### src/rtl/hamming_codec_pkg.sv
// Shared widths and encodings for the Hamming codec scheduler and its helpers.
package hamming_codec_pkg;

  localparam int unsigned DATA_W = 44;
  localparam int unsigned CODE_W = 105;
  localparam int unsigned PAD_W  = 61;

  typedef enum logic [1:0] {
    IDLE = 2'd0,
    EXEC = 2'd1,
    RESP = 2'd2
  } sched_state_t;

  typedef enum logic {
    OP_ENC = 1'b0,
    OP_DEC = 1'b1
  } op_t;

endpackage

### src/rtl/hamming_codec_scheduler_rr_arb2.sv
// Two-requester round-robin arbiter; requester A wins the first tie after reset.
module rr_arb2 (
  input  logic clk,
  input  logic rst_n,
  input  logic en,
  input  logic req_a,
  input  logic req_b,
  output logic gnt_a,
  output logic gnt_b
);

  // Set when B held the most recent grant, so A gets priority on the next tie.
  logic last_b_q;

  assign gnt_a = en & req_a & (~req_b | last_b_q);
  assign gnt_b = en & req_b & (~req_a | ~last_b_q);

  always_ff @(posedge clk or negedge rst_n) begin
    if (!rst_n) begin
      last_b_q <= 1'b1;
    end else if (gnt_a | gnt_b) begin
      last_b_q <= gnt_b;
    end
  end

endmodule

### src/rtl/hamming_codec_scheduler.sv
// Time-shares one combinational Hamming codec between encode and decode requesters.
// Define HAMMING_ERR_STATS_EN to build the uncorrectable-decode counter.
module hamming_codec_scheduler
  import hamming_codec_pkg::*;
#(
  parameter int unsigned SETTLE_CYC = 1,
  parameter int unsigned CNT_W      = 16
) (
  input  logic              clk,
  input  logic              rst_n,
  input  logic              enc_valid,
  output logic              enc_ready,
  input  logic [DATA_W-1:0] enc_data,
  input  logic              dec_valid,
  output logic              dec_ready,
  input  logic [CODE_W-1:0] dec_data,
  output logic [DATA_W-1:0] codec_data_in,
  output logic [CODE_W-1:0] codec_received_in,
  input  logic [CODE_W-1:0] codec_encoded_out,
  input  logic [DATA_W-1:0] codec_corrected_out,
  input  logic              codec_error_flag,
  output logic              res_valid,
  input  logic              res_ready,
  output logic              res_is_dec,
  output logic [CODE_W-1:0] res_data,
  output logic              res_error,
  output logic [CNT_W-1:0]  err_count,
  input  logic              err_count_clr
);

  localparam logic [3:0] SettleLoad = 4'(SETTLE_CYC - 1);

  sched_state_t state_q, state_d;
  op_t          op_q;
  logic [3:0]   settle_q;
  logic         enc_gnt, dec_gnt;
  logic         accept, capture;

  rr_arb2 u_arb (
    .clk   (clk),
    .rst_n (rst_n),
    .en    (state_q == IDLE),
    .req_a (enc_valid),
    .req_b (dec_valid),
    .gnt_a (enc_gnt),
    .gnt_b (dec_gnt)
  );

  assign enc_ready = enc_gnt;
  assign dec_ready = dec_gnt;
  assign accept    = enc_gnt | dec_gnt;
  assign capture   = (state_q == EXEC) && (settle_q == 4'd0);

  always_comb begin
    state_d = state_q;
    unique case (state_q)
      IDLE:    if (accept) state_d = EXEC;
      EXEC:    if (settle_q == 4'd0) state_d = RESP;
      RESP:    if (res_ready) state_d = IDLE;
      default: state_d = IDLE;
    endcase
  end

  // Operand registers are left alone outside accepts so the codec inputs stay quiet.
  always_ff @(posedge clk or negedge rst_n) begin
    if (!rst_n) begin
      state_q           <= IDLE;
      op_q              <= OP_ENC;
      settle_q          <= 4'd0;
      codec_data_in     <= '0;
      codec_received_in <= '0;
      res_valid         <= 1'b0;
      res_is_dec        <= 1'b0;
      res_data          <= '0;
      res_error         <= 1'b0;
    end else begin
      state_q <= state_d;
      if (accept) begin
        if (enc_gnt) begin
          codec_data_in <= enc_data;
          op_q          <= OP_ENC;
        end else begin
          codec_received_in <= dec_data;
          op_q              <= OP_DEC;
        end
        settle_q <= SettleLoad;
      end else if (state_q == EXEC && settle_q != 4'd0) begin
        settle_q <= settle_q - 4'd1;
      end
      if (capture) begin
        res_valid  <= 1'b1;
        res_is_dec <= (op_q == OP_DEC);
        res_data   <= (op_q == OP_DEC) ? {{PAD_W{1'b0}}, codec_corrected_out}
                                       : codec_encoded_out;
        res_error  <= (op_q == OP_DEC) & codec_error_flag;
      end else if (res_valid && res_ready) begin
        res_valid <= 1'b0;
      end
    end
  end

`ifdef HAMMING_ERR_STATS_EN
  logic [CNT_W-1:0] err_cnt_q;

  // Clear wins over a coincident increment; the count sticks at all-ones.
  always_ff @(posedge clk or negedge rst_n) begin
    if (!rst_n) begin
      err_cnt_q <= '0;
    end else if (err_count_clr) begin
      err_cnt_q <= '0;
    end else if (capture && op_q == OP_DEC && codec_error_flag && err_cnt_q != '1) begin
      err_cnt_q <= err_cnt_q + 1'b1;
    end
  end

  assign err_count = err_cnt_q;
`else
  logic unused_err_count_clr;
  assign unused_err_count_clr = err_count_clr;
  assign err_count            = '0;
`endif

endmodule

### config.mk
export PLATFORM = sky130hd
export DESIGN_NAME = hamming_codec_scheduler
export DESIGN_NICKNAME = d
export VERILOG_FILES = /design/src/rtl/hamming_codec_pkg.sv /design/src/rtl/hamming_codec_scheduler_rr_arb2.sv /design/src/rtl/hamming_codec_scheduler.sv
export SDC_FILE = /design/constraint.sdc
export NUM_CORES = 1
export LEC_CHECK = 0
export ABC_CLOCK_PERIOD_IN_PS = 3550
export BUFFER_PORTS_ARGS = -buffer_cell sky130_fd_sc_hd__buf_2
export CAP_MARGIN = 20
export CORE_AREA = 10 10 220 222
export DETAILED_ROUTE_END_ITERATION = 16
export DIE_AREA = 0 0 230 232
export PLACE_DENSITY = 0.58
export SLEW_MARGIN = 20
export SYNTH_ARGS = -nofsm -noshare
export SYNTH_HDL_FRONTEND = slang
export SYNTH_SLANG_ARGS = --single-unit
### constraint.sdc
create_clock -name clk -period 3.55 [get_ports clk]
set_clock_uncertainty 0.05 [all_clocks]
set_input_delay 0.5325 -clock clk [delete_from_list [all_inputs] [get_ports clk]]
set_output_delay 0.5325 -clock clk [all_outputs]
set_load 0.01 [all_outputs]
==> results of run 1 <==
power by group through the flow:
stage               clock network [mW]  registers, mW  logic, mW
global route                      3.21           5.60       6.72
CTS                               3.08           5.41       6.30
floorplan                            0           5.94       3.19
global placement                     0           5.37       6.20
detailed placement                   0           5.44       6.29
finish                            2.97           5.39       6.15
layout make-up:
type | count | share of cell area (%)
sequential | 265 | 42.9
multi-input combinational | 457 | 26.4
timing repair buffer | 580 | 19.6
clock buffer | 47 | 5.66
tap | 592 | 4.79
clock inverter | 8 | 0.461
inverter | 6 | 0.146
antenna | 1 | 0.0162
cell usage in the layout, fill, tap and decap left out, types with 2 or more instances in the layout:
cell         n
a21oi_1     47
a31oi_1     44
buf_12       5
buf_2      561
buf_4       12
clkbuf_1    12
clkbuf_16   31
clkbuf_8     4
clkinv_2     5
conb_1      16
dfrtp_1    263
ha_1         2
inv_1        6
mux2_1      16
mux2_2     175
mux2_4      20
mux2i_1     46
nand2_1      2
nand2b_1     3
nor2_1       3
nor2b_1     62
o21ai_0      6
or2_2        2
or3_1        2
worst max path at each step:
stage          startpoint                     to  cells past startpoint
2_1_floorplan   dec_valid              enc_ready                      5
3_3_place_gp    enc_valid  codec_received_in[18]                      5
3_5_place_dp    enc_valid  codec_received_in[23]                      5
4_1_cts        state_q[1]              dec_ready                      3
5_1_grt        state_q[1]              dec_ready                      3
6_report       state_q[1]              dec_ready                      3
cell families (layout without fill, tap and decap cells):
family	Yosys count	count (layout)
AOI/OAI and AO/OA	100	100
adders and majority gates	2	2
buffers and inverters	78	641
DFF	265	265
muxes	257	257
other	1	17
and+or+nand+nor	82	82
per-stage QoR:
step                std cells  worst slack, ns  util, %  hold WS [ns]  cell area [um2]
floorplan                 800             1.82        -         0.187            11200
CTS                      1955             1.08     35.2        0.0995            15500
global placement         1899             1.50     33.0         0.420            14500
detailed placement       1899             1.47     33.0         0.426            14500
global route             1956            0.986     35.2         0.113            15500
finish                   1956             1.17     35.2         0.125            15500
sequential cells by signal (all words and copies together), names as in the netlist:
| register | cells |
|---|---|
| state_q | 2 |
| op_q | 1 |
| res_is_dec | 1 |
| u_arb.last_b_q | 1 |
| settle_q | 4 |
| codec_received_in | 105 |
| res_data | 105 |
| res_valid | 1 |
| codec_data_in | 44 |
| res_error | 1 |
cells in the mapped netlist (2+ instances only):
library cell    n
buf_1           2
nor2_1          3
buf_4          17
buf_6          10
mux2_4         20
clkbuf_1       16
nand2b_1        3
ha_1            2
a21oi_1        47
nand2_1         2
buf_2          27
or2_2           2
dfrtp_1       264
inv_1           6
mux2i_1        46
mux2_1         16
nor2b_1        63
o21ai_0         6
or3_1           2
mux2_2        175
a31oi_1        44
per-layer routing:
layer | up-vias | track usage, % | share of wire (%)
met5 | - | 0 | 0.019
met4 | 2 | 3.35 | 2.3
met3 | 51 | 4.42 | 8.2
met2 | 312 | 22.5 | 51
met1 | 4019 | 14.2 | 38
li1 | 3855 | - | -
timing repair:
action	4_1_cts	5_1_grt
hold endpoints to repair	51	0
hold buffers	1	0
endpoints found under the setup margin	0	0
==> summary.txt, run 1 <==
Worst setup path
  • Critical-path maximum fanout: 13
  • Worst path top cell family by delay: simple AND/OR/NAND/NOR gates
  • Crit Path Class: reg -> out
  • CP max stage delay: approximately 0.46 ns
  • RR Startpoint: state_q[1]
  • Crit path required time: a little under 3 ns
  • Worst setup EP type: primary output
  • RR Endpoint: codec_received_in[18]
  • Bufs and invs on worst path: 1
  • Crit start category: register
  • CP Cell Sequence: nor2_1 -> and3_4 -> buf_2
  • Setup slack, reg-to-reg: approximately 1.5 ns
  • CP arrival: 1.80 ns
  • Slowest stage cell on the critical path: dfrtp_1
  • R2r worst-path depth: 4

Route
  • Residual DRC: 0
  • First-pass DRT Iterations: 5
  • Vias/cell: between 4 and 5
  • Via count: around 8200
  • Final ANT Viol Nets: 0
  • DR iter-0 viols: a little over 300
  • Avg WL per Cell: ~18 um
  • Total Wirelength: 35900 um

Pwr
  • Combinational fraction of design power: between 40% and 50%
  • Post-route total power: between 10 and 15 mW
  • Clock Power Share: slightly above 20%
  • Leakage: between 7 and 8 nW
  • Register share of total power: between 30 and 40%
  • Switching power: roughly 5.2 mW
  • Peak supply drop: roughly 0.54 mV
  • Int Pwr: about 9.3 mW
  • Power density cells: between 900 and 1000 nW/um2
  • Switching share of power: a little over a third

Clocking
  • Clock transition at path regs: approximately 0.06 ns
  • CTS Buf Count: 30
  • Clock Latency Late Sink: between 0.5 and 0.6 ns
  • Post-CTS sizing: 0
  • Post-CTS Repair Setup Buffers: 0
  • Root buffer cell: clkbuf_16
  • H-tree Lvls: 1
  • CTS tree: yes
  • Clock sink total: around 270
  • Bufs on Longest Clock Path: 3

Worst hold path
  • Hold-critical path depth: 2
  • Hold path startpoint: res_ready
  • HP Class: in -> reg
  • Hold Path Sink: res_valid

Job
  • Max Cap Violations: 0

STA
  • Min cycle time layout: 2.38 ns
  • Worst slew pin tran: about 0.83 ns
  • RSZ-0062 raised after global routing: no
  • F_max: between 400 and 500 MHz
  • Slew headroom: between 40 and 50%
  • Setup-failing EPs final: 0
  • Setup TNS: 0 ns
  • Max Transition Viols Final: 0
  • Final Hold Vio Count: 0
  • Final Cycle Share: 67.1%

Finish
  • Area growth syn-to-layout: 39.2%
  • Multi-input logic area: a little over 4000 um2
  • Fill cell count: ~4500
  • Reg area: roughly 6600 um2
  • Nets: 1647
  • Share of cells above drive strength 1: around three fifths

Floorplan
  • FP Rows: 77
  • Horiz. Die Dim: roughly 230 um
  • Initial Util: 25.3%
  • Die Area: 53400 um2
  • Core footprint: between 40000 and 50000 um2
  • Die H: roughly 230 um
  • Io pins: 580

Yosys
  • Largest family of logic cells by synthesized area: multiplexers
  • Cells after Synth: 785
  • Main flop type after synthesis: dfrtp_1
  • Flops & latches, synth: around 270
  • Post-synth top area share: about three fifths
  • Post-Synth XOR/XNOR Area: 0%
  • Post-synthesis sequential area ratio: between 50% and 60%
  • Post-synthesis mux area share: a little over a quarter
  • Ys async rst share: between 90% and 100%
  • Synth warn: 0
  • Compound-gate portion of the synthesized area: approximately 5.1%
  • Area contributors post-synth: dfrtp_1 (59%), mux2_2 (18%), mux2i_1 (4.1%), nor2b_1 (3.5%), mux2_4 (2.7%)
  • Post-synth EDFFs: 0
  • Syn Area/Cell: about 14 um2
  • Post-Synth Simple-Gate Area: 4.55%
  • Synth cell types: 33
  • Synth Area in Adders: less than 1%
  • Mapped Area: approximately 11000 um2
  • Yosys top cell by area: dfrtp_1

Global routing
  • Global-route wire length before repair: roughly 55000 um
  • Antenna violations before repair: 2
  • Gr ovfl total: 0
  • Gr usage total: roughly 13%
  • Vias in the first global route: a little over 9000
  • Largest net degree at the start of global routing: 91

Place
  • # port buffers: 562
  • Routability congestion estimate from global placement: between 0.7 and 0.8
  • DP Wirelength: 28000 um

Status
  • Status: completed
No activity file was read; power rests on OpenSTA's default activity.
==> run 2: changes to the inputs <==
--- a/config.mk
+++ b/config.mk
@@ -5,7 +5,7 @@
 export SDC_FILE = /design/constraint.sdc
 export NUM_CORES = 1
 export LEC_CHECK = 0
-export ABC_CLOCK_PERIOD_IN_PS = 3550
+export ABC_CLOCK_PERIOD_IN_PS = 2300
 export BUFFER_PORTS_ARGS = -buffer_cell sky130_fd_sc_hd__buf_2
 export CAP_MARGIN = 20
 export CORE_AREA = 10 10 220 222
==> constraint.sdc (replaced) <==
create_clock -name clk -period 2.3 [get_ports clk]
set_clock_uncertainty 0.05 [all_clocks]
set_input_delay 0.345 -clock clk [delete_from_list [all_inputs] [get_ports clk]]
set_output_delay 0.345 -clock clk [all_outputs]
set_load 0.01 [all_outputs]
==> run 2 against run 1 <==
Effect of this change:
- first-iteration DRC count grew 1.3%
- highest routed layer unchanged
- sequential power grew 54%
- count of clock-buffer cells in the layout is the same
- largest power group unchanged
==> summary.txt, run 2 (synthesized netlist as in run 1, its figures left out) <==
Route
  • Via count: approximately 9000
  • Total Wirelength: 39000 um
  • Residual DRC: 0
  • Final ANT Viol Nets: 0
  • DR iter-0 viols: 310
  • Vias/cell: around 4.2
  • Avg WL per Cell: ~18 um
  • First-pass DRT Iterations: 4

STA
  • Min cycle time layout: 2.12 ns
  • Worst slew pin tran: 0.810 ns
  • Setup-failing EPs final: 0
  • Max Transition Viols Final: 0
  • Final Hold Vio Count: 0
  • Slew headroom: a little under half
  • F_max: 473 MHz
  • Setup TNS: 0 ns
  • RSZ-0062 raised after global routing: no
  • Final Cycle Share: 92.0%

Finish
  • Nets: around 1800
  • Most common cell after layout, fill and taps aside: buf_2
  • Post-layout util: 39.2%
  • Biggest regs: codec_received_in: 105 flops, res_data: 105 flops, codec_data_in: 44 flops
  • Area growth syn-to-layout: 55.2%
  • Share of cells above drive strength 1: a little under three fifths
  • Commonest cells after routing, fill and taps aside: buf_2 (561), dfrtp_1 (263), mux2_2 (175)
  • # diodes: 0

Global routing
  • Vias in the first global route: between 10000 and 15000
  • Global-route wire length before repair: just under 60000 um
  • Gr ovfl total: 0
  • Antenna violations before repair: 1
  • Gr usage total: 13.8%
  • Largest net degree at the start of global routing: 94

Status
  • Status: completed

Place
  • Routability congestion estimate from global placement: just under 0.8
  • # port buffers: roughly 560
  • DP Wirelength: between 20000 and 30000 um

Floorplan
  • Die Area: about 53000 um2
  • FP Rows: between 70 and 80
  • Io pins: 580
  • Initial Util: about a quarter
  • Core footprint: between 40000 and 50000 um2
  • Horiz. Die Dim: roughly 230 um
  • Die H: about 230 um

Worst setup path
  • Setup slack, reg-to-reg: ~0.30 ns
  • Worst setup EP type: primary output
  • Crit path required time: around 1.9 ns
  • CP Cell Sequence: nand2b_1 -> nand3_2 -> buf_12 -> inv_1 -> buf_2
  • Setup crit start: u_arb.last_b_q
  • Critical-path maximum fanout: 40
  • Crit start category: register
  • Crit Path Class: reg -> out
  • CP arrival: 1.72 ns
  • RR Endpoint: res_data[59]
  • Bufs and invs on worst path: 3
  • R2r worst-path depth: 6
  • Worst path top cell family by delay: flip-flops
  • RR Startpoint: settle_q[0]
  • Slowest stage cell on the critical path: dfstp_2
  • CP max stage delay: approximately 0.54 ns

Pwr
  • Power density cells: 1350 nW/um2
  • Peak supply drop: 0.665 mV
  • Leakage: approximately 8.4 nW

Worst hold path
  • HP Class: in -> reg
  • Hold path startpoint: enc_data[26]
  • Hold Path Sink: codec_data_in[26]
  • Hold-critical path depth: 2

Job
  • Max Cap Violations: 0

Clocking
  • CTS tree: yes
  • Clock Latency Late Sink: roughly 0.56 ns
  • H-tree Lvls: 1
  • Clock transition at path regs: roughly 0.07 ns
  • Bufs on Longest Clock Path: 3
  • Root buffer cell: clkbuf_16
  • Post-CTS sizing: 0
  • Clock sink total: 265
  • CTS Buf Count: 31
run 2: repair_timing:
item / 4_1_cts / 5_1_grt
hold endpoints to repair: 209 / 0
hold buffers: 150 / 0
setup endpoints to repair: 1 / 0
buffers inserted: 1 / 0
run 2: final cells by class:
type                            count  area, um2
Fill cell                        4217      26700
Sequential cell                   265       6640
Timing Repair Buffer              752       4750
Multi-Input combinational cell    457       4090
Clock buffer                       47        906
Tap cell                          592        741
Clock inverter                      8       98.8
Inverter                            6       22.5
run 2: how the worst max path moves through the flow:
stage,depth (start not counted),endpoint
final,5,enc_ready
after detailed placement,6,res_data[59]
after global routing,5,enc_ready
after CTS,4,dec_ready
after floorplan,7,res_data[57]
after global placement,6,res_data[65]
run 2: power breakdown:
group,internal [mW],total (mW),switching [mW]
logic,5.05,10.2,5.12
registers,6.98,8.31,1.33
clock network,2.92,4.85,1.93
total,14.9,23.3,8.37
run 2: per-layer routing:
metal / global-route usage (%) / wire, um / vias up
met5: 0 / 7 / -
met4: 4.65 / 1090 / 2
met3: 3.62 / 2670 / 61
met2: 25.3 / 20400 / 315
met1: 15.1 / 14800 / 4425
li1: - / - / 4203
run 2: per-stage QoR:
stage	std cells	hold slack [ns]	power, mW	worst slack, ns	instance area [um2]
finish	2127	0.0319	23.3	0.185	17200
global route	2127	0.0241	24.8	0.0618	17200
CTS	2127	0.00127	23.7	0.114	17200
detailed placement	1921	0.221	18.5	0.260	14700
global placement	1921	0.218	18.2	0.304	14700
floorplan	800	-0.000591	14.1	0.641	11200
==> run 3: changes to the inputs <==
--- a/config.mk
+++ b/config.mk
@@ -11,7 +11,6 @@
 export CORE_AREA = 10 10 220 222
 export DETAILED_ROUTE_END_ITERATION = 16
 export DIE_AREA = 0 0 230 232
-export PLACE_DENSITY = 0.58
 export SLEW_MARGIN = 20
 export SYNTH_ARGS = -nofsm -noshare
 export SYNTH_HDL_FRONTEND = slang
==> run 3 against run 2 <==
Effect of this change:
- critical endpoint unchanged
- via count is 0.21% lower
- final cell count grew 0.24%
- largest power group unchanged
- fmax fell by 2.4%
- largest cell class unchanged
==> summary.txt, run 3 (synthesized netlist as in run 1, its figures left out) <==
STA
  • Worst slew pin tran: about 0.82 ns
  • F_max: approximately 460 MHz
  • Final Cycle Share: a little over nine tenths
  • Min cycle time layout: about 2.2 ns
  • Setup TNS: 0 ns
  • Final Hold Vio Count: 0
  • Max Transition Viols Final: 0
  • Setup-failing EPs final: 0
  • WHS: between 0.05 and 0.06 ns
  • Slew headroom: a little under half
  • RSZ-0062 raised after global routing: no

Finish
  • Share of cells above drive strength 1: 55.5%
  • Commonest cells after routing, fill and taps aside: buf_2 (561), dfrtp_1 (263), mux2_2 (175)
  • Nets: approximately 1800
  • Design Area, Final: approximately 17000 um2
  • Most common cell after layout, fill and taps aside: buf_2
  • Area growth syn-to-layout: 55.4%
  • Biggest regs: codec_received_in: 105 flops, res_data: 105 flops, codec_data_in: 44 flops

Route
  • First-pass DRT Iterations: 5
  • Final ANT Viol Nets: 0
  • Residual DRC: 0
  • Total Wirelength: 38600 um
  • DR iter-0 viols: 305
  • Via count: 8987
  • Vias/cell: about 4.2
  • Avg WL per Cell: 18.1 um

Floorplan
  • Die Area: ~53000 um2
  • Initial Util: between 20% and 30%
  • Horiz. Die Dim: 230 um
  • Io pins: between 500 and 600
  • FP Rows: 77
  • Core footprint: approximately 44000 um2
  • Die H: 232 um

Global routing
  • Antenna violations before repair: 7
  • Gr usage total: a little over an eighth
  • Largest net degree at the start of global routing: between 90 and 100
  • Gr ovfl total: 0
  • Global-route wire length before repair: around 60000 um
  • Vias in the first global route: about 10000

Status
  • Status: completed

Clocking
  • Root buffer cell: clkbuf_16
  • CTS Buf Count: 30
  • H-tree Lvls: 1
  • Bufs on Longest Clock Path: 3
  • Post-CTS Repair Setup Buffers: 0
  • Clock sink total: 265
  • Clock Latency Late Sink: ~0.56 ns
  • Clock transition at path regs: ~0.06 ns
  • CTS tree: yes

Worst setup path
  • Crit Path Class: reg -> out
  • Critical-path maximum fanout: 18
  • Worst path top cell family by delay: flip-flops
  • CP arrival: approximately 1.8 ns
  • Bufs and invs on worst path: 2
  • Slowest stage cell on the critical path: dfstp_2
  • CP max stage delay: 0.54 ns
  • Crit path required time: 1.90 ns
  • Crit start category: register
  • CP Cell Sequence: nand2b_1 -> nand3_4 -> inv_1 -> buf_2
  • Worst setup EP type: primary output

Place
  • Routability congestion estimate from global placement: roughly 0.8
  • Dpl cell area: ~15000 um2
  • DP Wirelength: between 20000 and 30000 um
  • # port buffers: about 560

Job
  • Max Cap Violations: 0

Pwr
  • Peak supply drop: between 0.8 and 0.9 mV
  • Leakage: between 8 and 9 nW
  • Power density cells: 1350 nW/um2

Worst hold path
  • HP Class: in -> reg
## run 3: power by group
group | internal [mW] | switching [mW] | total (mW)
Sequential | 6.98 | 1.33 | 8.30
Combinational | 5.02 | 5.13 | 10.2
Clock | 2.88 | 1.89 | 4.77
## run 3: final cells by class
type / instances / area [um2]
antenna: 6 / 15.0
clock buffer: 45 / 888
clock inverter: 10 / 109
fill: 4206 / 26700
inverter: 6 / 22.5
multi-input combinational: 457 / 4100
sequential: 265 / 6640
tap: 592 / 741
timing repair buffer: 751 / 4750
## run 3: path summary, 6_finish.rpt
path                                            start           endpoint  slack, ns  depth (start not counted)
worst max-delay path                   u_arb.last_b_q          enc_ready       0.13                          4
worst min-delay path            codec_encoded_out[37]       res_data[37]       0.05                          3
worst max register to register            settle_q[0]       res_data[61]       0.36                          6
worst min register to register           res_data[61]       res_data[61]       0.44                          1
max in group asynchronous                       rst_n       res_data[96]       1.24                          3
min in group asynchronous                       rst_n  codec_data_in[10]       0.30                          2
## run 3: per-stage QoR
| step | setup slack, ns | power, mW | instances | utilization [%] |
|---|---|---|---|---|
| after floorplan | 0.641 | 14.1 | 800 | - |
| after global placement | 0.357 | 18.1 | 1919 | 33.5 |
| after detailed placement | 0.325 | 18.4 | 1919 | 33.5 |
| after CTS | 0.0330 | 23.5 | 2126 | 39.2 |
| after global routing | 0.0152 | 24.8 | 2131 | 39.3 |
| final | 0.133 | 23.2 | 2132 | 39.3 |
## run 3: tightest hold or removal path, delay by kind of cell
kind / cells / cell delay [ns]
compound gates: 1 / 0.15
mux: 1 / 0.05
buf+inv: 1 / 0.07
## run 3: what timing repair did
action / 4_1_cts / 5_1_grt
gates resized for setup: 2 / 1
endpoints found under the setup margin: 1 / 2
hold buffers: 152 / 0
hold endpoints to repair: 206 / 0
pin swaps: 0 / 1
## run 3: metal layers
metal	routed length [um]	vias to the layer above	track usage, %
met5	34	-	0
met4	1270	4	4.77
met3	2590	72	3.96
met2	20500	334	25.4
met1	14200	4370	14.6
li1	-	4207	-
